===== src/rtl/boson_frame_gate_pkg.sv =====
// ============================================================================
//  boson_pkg
//  Shared definitions for the Boson frame gate: capture FSM state encoding,
//  err_o bit positions and the native Boson sensor geometry.
//  Revision: 1.0  initial release
// ============================================================================
`default_nettype none

package boson_pkg;

  // Capture FSM states.
  typedef enum logic [1:0] {
    IDLE     = 2'd0,
    WAIT_SOF = 2'd1,
    CAPTURE  = 2'd2,
    PAD      = 2'd3
  } state_t;

  // Bit positions inside the sticky err_o vector.
  localparam int ERR_SHORT   = 0;
  localparam int ERR_LONG    = 1;
  localparam int ERR_OVERRUN = 2;

  // Native Boson 640 sensor geometry.
  localparam int BOSON_W = 640;
  localparam int BOSON_H = 512;

endpackage : boson_pkg

`default_nettype wire


===== src/rtl/boson_vsync_edge.sv =====
// ============================================================================
//  boson_vsync_edge
//  Registers the camera VSYNC and produces a same-cycle rising-edge strobe.
//
//  Ports
//    clk       in   camera pixel clock
//    rst_n     in   asynchronous active-low reset
//    vsync_i   in   raw frame sync, active high
//    vsync_q   out  vsync_i delayed by one clock
//    sof_edge  out  vsync_i & ~vsync_q (combinational, same cycle as the edge)
//  Revision: 1.0  initial release
// ============================================================================
`default_nettype none

module boson_vsync_edge
  import boson_pkg::*;
(
  input  logic clk,
  input  logic rst_n,
  input  logic vsync_i,
  output logic vsync_q,
  output logic sof_edge
);

  always_ff @(posedge clk or negedge rst_n) begin
    if (!rst_n) begin
      vsync_q <= 1'b0;
    end else begin
      vsync_q <= vsync_i;
    end
  end

  // The strobe is not registered so that a pixel arriving together with the
  // rising edge can be attributed to the new frame in the same cycle.
  assign sof_edge = vsync_i & ~vsync_q;

endmodule : boson_vsync_edge

`default_nettype wire


===== src/rtl/boson_frame_gate.sv =====
// ============================================================================
//  boson_frame_gate
//  Captures a programmed number of whole, VSYNC-aligned frames from the Boson
//  pixel stream. Every captured frame is delivered as exactly FRAME_PIXELS
//  words: short frames are zero-padded, long frames are truncated.
//
//  Ports
//    clk        in   camera pixel clock
//    rst_n      in   asynchronous active-low reset
//    vsync_i    in   frame sync, frame boundary on its rising edge
//    valid_i    in   pixel qualifier
//    data_i     in   pixel data [DW]
//    arm_i      in   single-cycle capture start request
//    abort_i    in   single-cycle capture cancel request
//    nframes_i  in   frames to capture, sampled on arm [NF_W]
//    m_data_o   out  gated pixel data [DW]
//    m_valid_o  out  gated pixel qualifier (downstream always ready)
//    m_sof_o    out  marks the first word of each captured frame
//    busy_o     out  high whenever the FSM is not IDLE
//    done_o     out  one-cycle pulse when the last requested frame completes
//    frames_o   out  frames completed in the current / last capture [NF_W]
//    err_o      out  sticky {overrun, long, short}
//  Revision: 1.0  initial release
// ============================================================================
`default_nettype none

module boson_frame_gate
  import boson_pkg::*;
#(
  parameter int DW           = 16,
  parameter int FRAME_PIXELS = BOSON_W * BOSON_H,
  parameter int NF_W         = 8,
  parameter int CNT_W        = 19
) (
  input  logic            clk,
  input  logic            rst_n,
  input  logic            vsync_i,
  input  logic            valid_i,
  input  logic [DW-1:0]   data_i,
  input  logic            arm_i,
  input  logic            abort_i,
  input  logic [NF_W-1:0] nframes_i,
  output logic [DW-1:0]   m_data_o,
  output logic            m_valid_o,
  output logic            m_sof_o,
  output logic            busy_o,
  output logic            done_o,
  output logic [NF_W-1:0] frames_o,
  output logic [2:0]      err_o
);

  localparam logic [CNT_W-1:0] FRAME_FULL = CNT_W'(FRAME_PIXELS);
  localparam logic [CNT_W-1:0] FRAME_LAST = CNT_W'(FRAME_PIXELS - 1);
  localparam logic [CNT_W-1:0] CNT_ONE    = CNT_W'(1);

  state_t            state;
  logic [NF_W-1:0]   nframes_q;
  logic [CNT_W-1:0]  pix_cnt;

  logic              vsync_q;
  logic              sof_edge;
  logic              unused_vsync_q;

  logic [NF_W-1:0]   frames_inc;
  logic              last_frame;

  // --------------------------------------------------------------------------
  // VSYNC edge detection
  // --------------------------------------------------------------------------
  boson_vsync_edge u_vsync_edge (
    .clk      (clk),
    .rst_n    (rst_n),
    .vsync_i  (vsync_i),
    .vsync_q  (vsync_q),
    .sof_edge (sof_edge)
  );

  // Only the strobe is needed here; the delayed copy is kept for visibility.
  assign unused_vsync_q = vsync_q;

  // Completing the frame that makes frames_o reach the request ends capture.
  assign frames_inc = frames_o + NF_W'(1);
  assign last_frame = (frames_inc == nframes_q);

  // Derived from the state register, so it is glitch-free and falls the
  // cycle after an abort.
  assign busy_o = (state != IDLE);

  // --------------------------------------------------------------------------
  // Capture FSM with registered output stage
  // --------------------------------------------------------------------------
  always_ff @(posedge clk or negedge rst_n) begin
    if (!rst_n) begin
      state     <= IDLE;
      nframes_q <= '0;
      pix_cnt   <= '0;
      m_data_o  <= '0;
      m_valid_o <= 1'b0;
      m_sof_o   <= 1'b0;
      done_o    <= 1'b0;
      frames_o  <= '0;
      err_o     <= '0;
    end else begin
      // Single-cycle qualifiers default low; m_data_o holds its last value.
      m_valid_o <= 1'b0;
      m_sof_o   <= 1'b0;
      done_o    <= 1'b0;

      if (abort_i) begin
        // No padding and no done pulse. Whatever is already in the output
        // registers still shows for its one cycle.
        state <= IDLE;
      end else begin
        case (state)
          IDLE: begin
            if (arm_i && (nframes_i != '0)) begin
              nframes_q <= nframes_i;
              frames_o  <= '0;
              err_o     <= '0;
              pix_cnt   <= '0;
              state     <= WAIT_SOF;
            end
          end

          WAIT_SOF: begin
            // Pre-sync traffic is dropped; a pixel on the edge opens the frame.
            if (sof_edge) begin
              state   <= CAPTURE;
              pix_cnt <= '0;
              if (valid_i) begin
                m_valid_o <= 1'b1;
                m_sof_o   <= 1'b1;
                m_data_o  <= data_i;
                pix_cnt   <= CNT_ONE;
              end
            end
          end

          CAPTURE: begin
            if (sof_edge) begin
              if (pix_cnt == FRAME_FULL) begin
                // Frame complete; the same edge opens the next frame.
                frames_o <= frames_inc;
                pix_cnt  <= '0;
                if (last_frame) begin
                  done_o <= 1'b1;
                  state  <= IDLE;
                end else if (valid_i) begin
                  m_valid_o <= 1'b1;
                  m_sof_o   <= 1'b1;
                  m_data_o  <= data_i;
                  pix_cnt   <= CNT_ONE;
                end
              end else begin
                // Short frame: the pixel on this edge is lost since the
                // next frame can only start once padding has finished.
                err_o[ERR_SHORT] <= 1'b1;
                state            <= PAD;
              end
            end else if (valid_i) begin
              if (pix_cnt < FRAME_FULL) begin
                m_valid_o <= 1'b1;
                m_sof_o   <= (pix_cnt == '0);
                m_data_o  <= data_i;
                pix_cnt   <= pix_cnt + CNT_ONE;
              end else begin
                err_o[ERR_LONG] <= 1'b1;
              end
            end
          end

          PAD: begin
            // One zero word per cycle; a frame that was entirely empty still
            // gets its start-of-frame marker on the first pad word.
            m_valid_o <= 1'b1;
            m_sof_o   <= (pix_cnt == '0);
            m_data_o  <= '0;
            if (valid_i) begin
              err_o[ERR_OVERRUN] <= 1'b1;
            end
            if (pix_cnt == FRAME_LAST) begin
              frames_o <= frames_inc;
              pix_cnt  <= '0;
              if (last_frame) begin
                done_o <= 1'b1;
                state  <= IDLE;
              end else begin
                // Any edge seen while padding is gone; resync on the next.
                state <= WAIT_SOF;
              end
            end else begin
              pix_cnt <= pix_cnt + CNT_ONE;
            end
          end

          default: begin
            state <= IDLE;
          end
        endcase
      end
    end
  end

endmodule : boson_frame_gate

`default_nettype wire


===== config.mk =====
export PLATFORM = sky130hd
export DESIGN_NAME = boson_frame_gate
export DESIGN_NICKNAME = d
export VERILOG_FILES = /design/src/rtl/boson_frame_gate_pkg.sv /design/src/rtl/boson_vsync_edge.sv /design/src/rtl/boson_frame_gate.sv
export SDC_FILE = /design/constraint.sdc
export NUM_CORES = 1
export LEC_CHECK = 0
export CORE_ASPECT_RATIO = 0.6
export CORE_UTILIZATION = 50
export DETAILED_ROUTE_END_ITERATION = 10
export PLACE_DENSITY_LB_ADDON = 0.25
export SYNTH_ARGS = -nofsm -noshare
export SYNTH_HDL_FRONTEND = slang
export SYNTH_SLANG_ARGS = --single-unit

===== constraint.sdc =====
create_clock -name clk -period 3.1 [get_ports clk]
set_input_delay 0.62 -clock clk [delete_from_list [all_inputs] [get_ports clk]]
set_output_delay 0.62 -clock clk [all_outputs]
set_load 0.02 [all_outputs]

== Yosys cells after proc, flatten, opt, wreduce, memory -nomap -nowiden ==
Index checks and enable logic that the tools add are counted.
Operators by class
  $add $sub $neg: 2
  divide/modulo/power cells: 0
  magnitude comparators: 1
  eq/ne operators: 25
  bitwise operators: 3
  reduce and logical (&&, ||, !) cells: 17
  shift operators: 0
  $mul: 0
  mux-type cells: 61
Operators by type and width (count)
  19-bit two-way mux: 7
  16-bit two-way mux: 7
  19-bit one-hot mux with 4 select lines: 1
  16-bit one-hot mux with 3 select lines: 1
  19-bit equality test (second input constant): 2
  8-bit two-way mux: 4
  1-bit two-way mux: 26
  3-bit inequality test (second input constant): 8
  8-bit one-hot mux with 3 select lines: 1
  2-bit inequality test (second input constant): 10
  19-bit by 1-bit adder with 19-bit output (second input constant): 1
  19-bit logical NOT: 1
  19-bit < comparator (second input constant): 1
  6-bit AND reduction: 3
  2-bit two-way mux: 7
  5-bit AND reduction: 2
  8-bit by 1-bit adder with 8-bit output (second input constant): 1
  8-bit equality test: 1
  2-bit one-hot mux with 4 select lines: 1
  8-bit nonzero test: 1
  7-bit AND reduction: 1
  1-bit one-hot mux with 3 select lines: 2
  2-bit nonzero test: 3
  3-bit nonzero test: 2
  12 further kinds: 15
Storage, ports and cells
  register bits: 60
  bits in read-only memories: 0
  latch bits: 0
  word-level logic and storage cells: 121
  memory bits (writable): 0
  memories: 0
  output and inout bits: 31

== Longest topological paths before layout ==
Gate-level depths: netlist (run 1).
  depth after elaboration: 7
  gate-level depth with buffers: 9

== Hierarchy ==
Synthesis (run 1) repeated with hierarchy kept, for this count alone.
Second synthesis, totals
  cell total of the unflattened synthesis: 346
  area, all modules: 3404.5 µm²
Modules (own cells, without submodules)
  boson_frame_gate: cells an instance 344, times used 1, area each 3365.7 µm²
  boson_vsync_edge: cells an instance 2, times used 1, area each 38.8 µm²

== Worst setup path after synthesis (run 1) ==
Ideal clock, no wire load.
  path kind: input-to-reg
  start: input abort_i
  end: register m_data_o[0]
  path slack: 0.779 ns
  required time: 2.979 ns
  path buffers: 3
  setup time: 0.121 ns
  data arrival time: 2.200 ns
  stages on the path: 7
  path through: clkbuf_1 -> or3_1 -> or4_1 -> o21a_1 -> buf_6 -> buf_12 -> a22o_1
On the way
  word-level cells in the longest chain between the ends: 2
RTL lines
  from (decl): RTL line boson_frame_gate.sv:41  | input logic abort_i,
  1-bit NOT (no line)
  7-bit AND reduction (no line)
  to (signal assigned): RTL line boson_frame_gate.sv:133  | m_data_o <= data_i;
  to (signal assigned): RTL line boson_frame_gate.sv:151  | m_data_o <= data_i;
  to (signal assigned): RTL line boson_frame_gate.sv:164  | m_data_o <= data_i;
  to (decl): RTL line boson_frame_gate.sv:43  | output logic [DW-1:0] m_data_o,
Every way passes these cells.
A chain may end at the register's enable or synchronous reset.

== Final worst setup path (run 1) ==
  start: register pix_cnt[0]
  end: register m_data_o[15]
On the way
  word-level cells in the longest chain between the ends: 3
RTL lines
  from (decl): RTL line boson_frame_gate.sv:58  | logic [CNT_W-1:0] pix_cnt;
  from (signal assigned): RTL line boson_frame_gate.sv:165  | pix_cnt <= pix_cnt + CNT_ONE;
  from (signal assigned): RTL line boson_frame_gate.sv:192  | pix_cnt <= pix_cnt + CNT_ONE;
  19-bit < comparator / 19-bit equality test (equally long branches): RTL line boson_frame_gate.sv:161, boson_frame_gate.sv:141
  3-bit inequality test (no line)
  7-bit AND reduction (no line) *
Mark *: on every way between the ends. The rest lies on a longest branch, timed or not.

==> results of run 1 <==
-- placed cells by master (no fill, tap or decap), types with 5 or more instances in the layout --
master	count
buf_4	12
nand2_1	33
nand3_1	18
nand4_1	8
dfrtp_1	60
a22o_1	14
inv_1	8
nor3_1	7
clkdlybuf4s50_1	59
and3_1	9
and4_1	5
clkbuf_8	10
xnor2_1	6
a21oi_1	11
nor4_1	6
nor2_1	16
mux2_2	9
o21ai_0	16
or3_1	7
a31oi_1	21
-- area by class of cell --
| cell class | instances | area [µm²] |
|---|---|---|
| flip-flops and latches | 60 | 1500 |
| well taps | 84 | 105 |
| inverters | 8 | 30.0 |
| repair buffers | 72 | 686 |
| clock buffers | 10 | 138 |
| multi-input cells | 254 | 1690 |
| fillers | 494 | 2070 |
| clock inverters | 6 | 87.6 |
-- metrics by stage --
stage               area [µm²]  std cells  hold WS (ns)  total power (µW)
CTS                       4240        494         0.463              2420
finish                    4240        494         0.428              2420
global route              4240        494         0.483              2520
detailed placement        4010        478         0.493              1610
global placement          4010        478         0.490              1600
floorplan                 3380        350         0.324              1310
-- worst max-delay path by stage --
stage	cells after the start	slack, ns	endpoint
6_report	8	0.24	m_data_o[15]$_DFFE_PN0P_
5_1_grt	8	0.05	m_data_o[15]$_DFFE_PN0P_
4_1_cts	8	0.25	m_data_o[15]$_DFFE_PN0P_
3_5_place_dp	6	0.21	m_data_o[15]$_DFFE_PN0P_
3_3_place_gp	6	0.29	m_data_o[9]$_DFFE_PN0P_
2_1_floorplan	7	0.78	m_data_o[0]$_DFFE_PN0P_
-- cell families (layout without fill, tap and decap cells) --
family / Yosys count / in the layout / synth area share
mux: 13 / 13 / 0.0419
fa+ha+maj: 3 / 3 / 0.0111
simple gates: 134 / 134 / 0.220
compound gates: 95 / 95 / 0.204
xor+xnor: 9 / 9 / 0.0233
flops: 60 / 60 / 0.445
buf+inv: 36 / 96 / 0.0548
-- per-layer routing --
| layer | vias up | wire length, µm | GRT usage | share of wire |
|---|---|---|---|---|
| li1 | 1430 | - | - | - |
| met1 | 1451 | 4320 | 0.408 | 0.48 |
| met2 | 165 | 3560 | 0.386 | 0.40 |
| met3 | 15 | 956 | 0.0982 | 0.11 |
| met4 | 0 | 65 | 0.0479 | 0.0073 |
| met5 | - | 0 | 0 | 0 |
-- where the power goes --
group	internal (µW)	total, µW	switching, µW	leakage (µW)
Clock	473	805	332	0.000105
Sequential	894	992	98.4	0.000795
Combinational	318	619	301	0.000819
Total	1680	2420	731	0.00172
-- critical path, stage by stage (launching register included) --
cell,delay (ns)
dfrtp_1,0.43
inv_1,0.11
ha_1,0.15
nor4b_2,0.21
nand4_1,0.34
nor2_1,0.31
a221oi_1,0.16
o32ai_2,0.81
a22o_2,0.28
-- registers in the layout, summed over array words and instances, names as in the netlist --
name                  flops
m_sof_o                   1
m_valid_o                 1
pix_cnt                  19
err_o                     3
frames_o                  8
done_o                    1
m_data_o                 16
u_vsync_edge.vsync_q      1
state                     2
nframes_q                 8
==> flow_summary.ini, run 1 <==
[clock_network]
cts_tree = built
cts_setup_buffers = 0
cts_buffers = 9
clk_pin_slew_ns = 0.07
clk_path_buf_depth = 2
clkLatencyLatePin_ns = 0.34
cts_hold_buf = 0
htreeDepth = 3
clock-sinks = 60
cts_resized = 0
cts-root-buf = clkbuf_8

[worst_setup_path]
cp-end-kind = flip-flop
arrival_ns = 3.13
worstPathMaxFanout = 16
worstSetupPathType = reg2reg
worstSetupStartpoint = pix_cnt[0]$_DFFE_PN0P_
reg2reg_from = pix_cnt[0]$_DFFE_PN0P_
reg2reg_to = m_data_o[15]$_DFFE_PN0P_
ff2ff_path_depth = 8
reg2reg_slack_ns = 0.24
required_ns = 3.37
start_kind = flip-flop

[sta]
relSlewSlack = 0.352
post-route-min-period_ns = 2.86
post-route-period-util = 0.923
rsz0062_at_grt = no
fin_ws_ns = 0.240
fin_setup_tns_ns = 0
setup_viol_count_final = 0
clock_skew_ns = 0.00643
hold_viol = 0
fmax_mhz = 350
finalMaxSlewViolations = 0
tightest_slew_ns = 0.971

[die]
core_area_um2 = 6300
die_w_um = 108
die_h_um = 65.7
die_area_um2 = 7100
initial_utilization = 0.536
io_pins = 61
placementRows = 22

[detailed_routing]
dr.pass1.iters = 5
drcViolationCount = 0
vias = 3061
finalWirelength_mm = 8.90
drt-initial-drc-count = 333
ant_nets = 0
wl_per_cell_um = 18.0
vias_per_cell = 6.20

[synthesis]
synth_cells = 350
ys_ff_latch = 60
async_flop_share = 1.00
yosysMostFrequentCell = dfrtp_1
synth_cell_types = 61
ys_warn_count = 0
synth_ff_type = dfrtp_1
netlist_top_cells_count = 60 x dfrtp_1, 33 x nand2_1, 21 x a31oi_1
synth-edff-count = 0
yosys.area.top_type = dfrtp_1
ys_seq_area_frac = 0.445
syn_area_um2 = 3380
syn-num-nets = 383
synth_area_leaders = dfrtp_1 44%, a31oi_1 3.9%, nand2_1 3.7%
postSynthAreaPerCell_um2 = 9.65
synth_top_area_frac = 0.445

[worst_hold_path]
hold_path.class = in2async

[global_route]
grt_use_total = 0.276
grt_pass1_wl_mm = 14.8
grt_max_degree = 61
grt_antenna_before_repair = 0
first_global_vias = 2898
gr-total-overflow = 0

[layout]
fin_nets = 438
antenna_cells = 0
drive_gt1_frac = 0.124
syn2layout_area_growth_pct = 25.5
post-route-util = 0.672

[place]
dp_hpwl_mm = 6.48
pre_cts_ws_ns = 0.207
gp_routability_congestion = 0.941
io_buffers = 60

[status]
outcome = finished clean

[flow_run]
maxCapViolCount = 0

[power]
powerDensity_nw_per_um2 = 570
ir_worst_vdd_uv = 444
p_leak_uw = 0.00172
Power figures use the tool's default switching activity.
==> run 2: changes to the inputs <==
--- a/config.mk
+++ b/config.mk
@@ -5,10 +5,12 @@
 export SDC_FILE = /design/constraint.sdc
 export NUM_CORES = 1
 export LEC_CHECK = 0
+export CAP_MARGIN = 10
 export CORE_ASPECT_RATIO = 0.6
 export CORE_UTILIZATION = 50
 export DETAILED_ROUTE_END_ITERATION = 10
 export PLACE_DENSITY_LB_ADDON = 0.25
+export SLEW_MARGIN = 20
 export SYNTH_ARGS = -nofsm -noshare
 export SYNTH_HDL_FRONTEND = slang
 export SYNTH_SLANG_ARGS = --single-unit
==> results of run 2 <==
The final DEF is identical to that of run 1; final timing and power are the same.
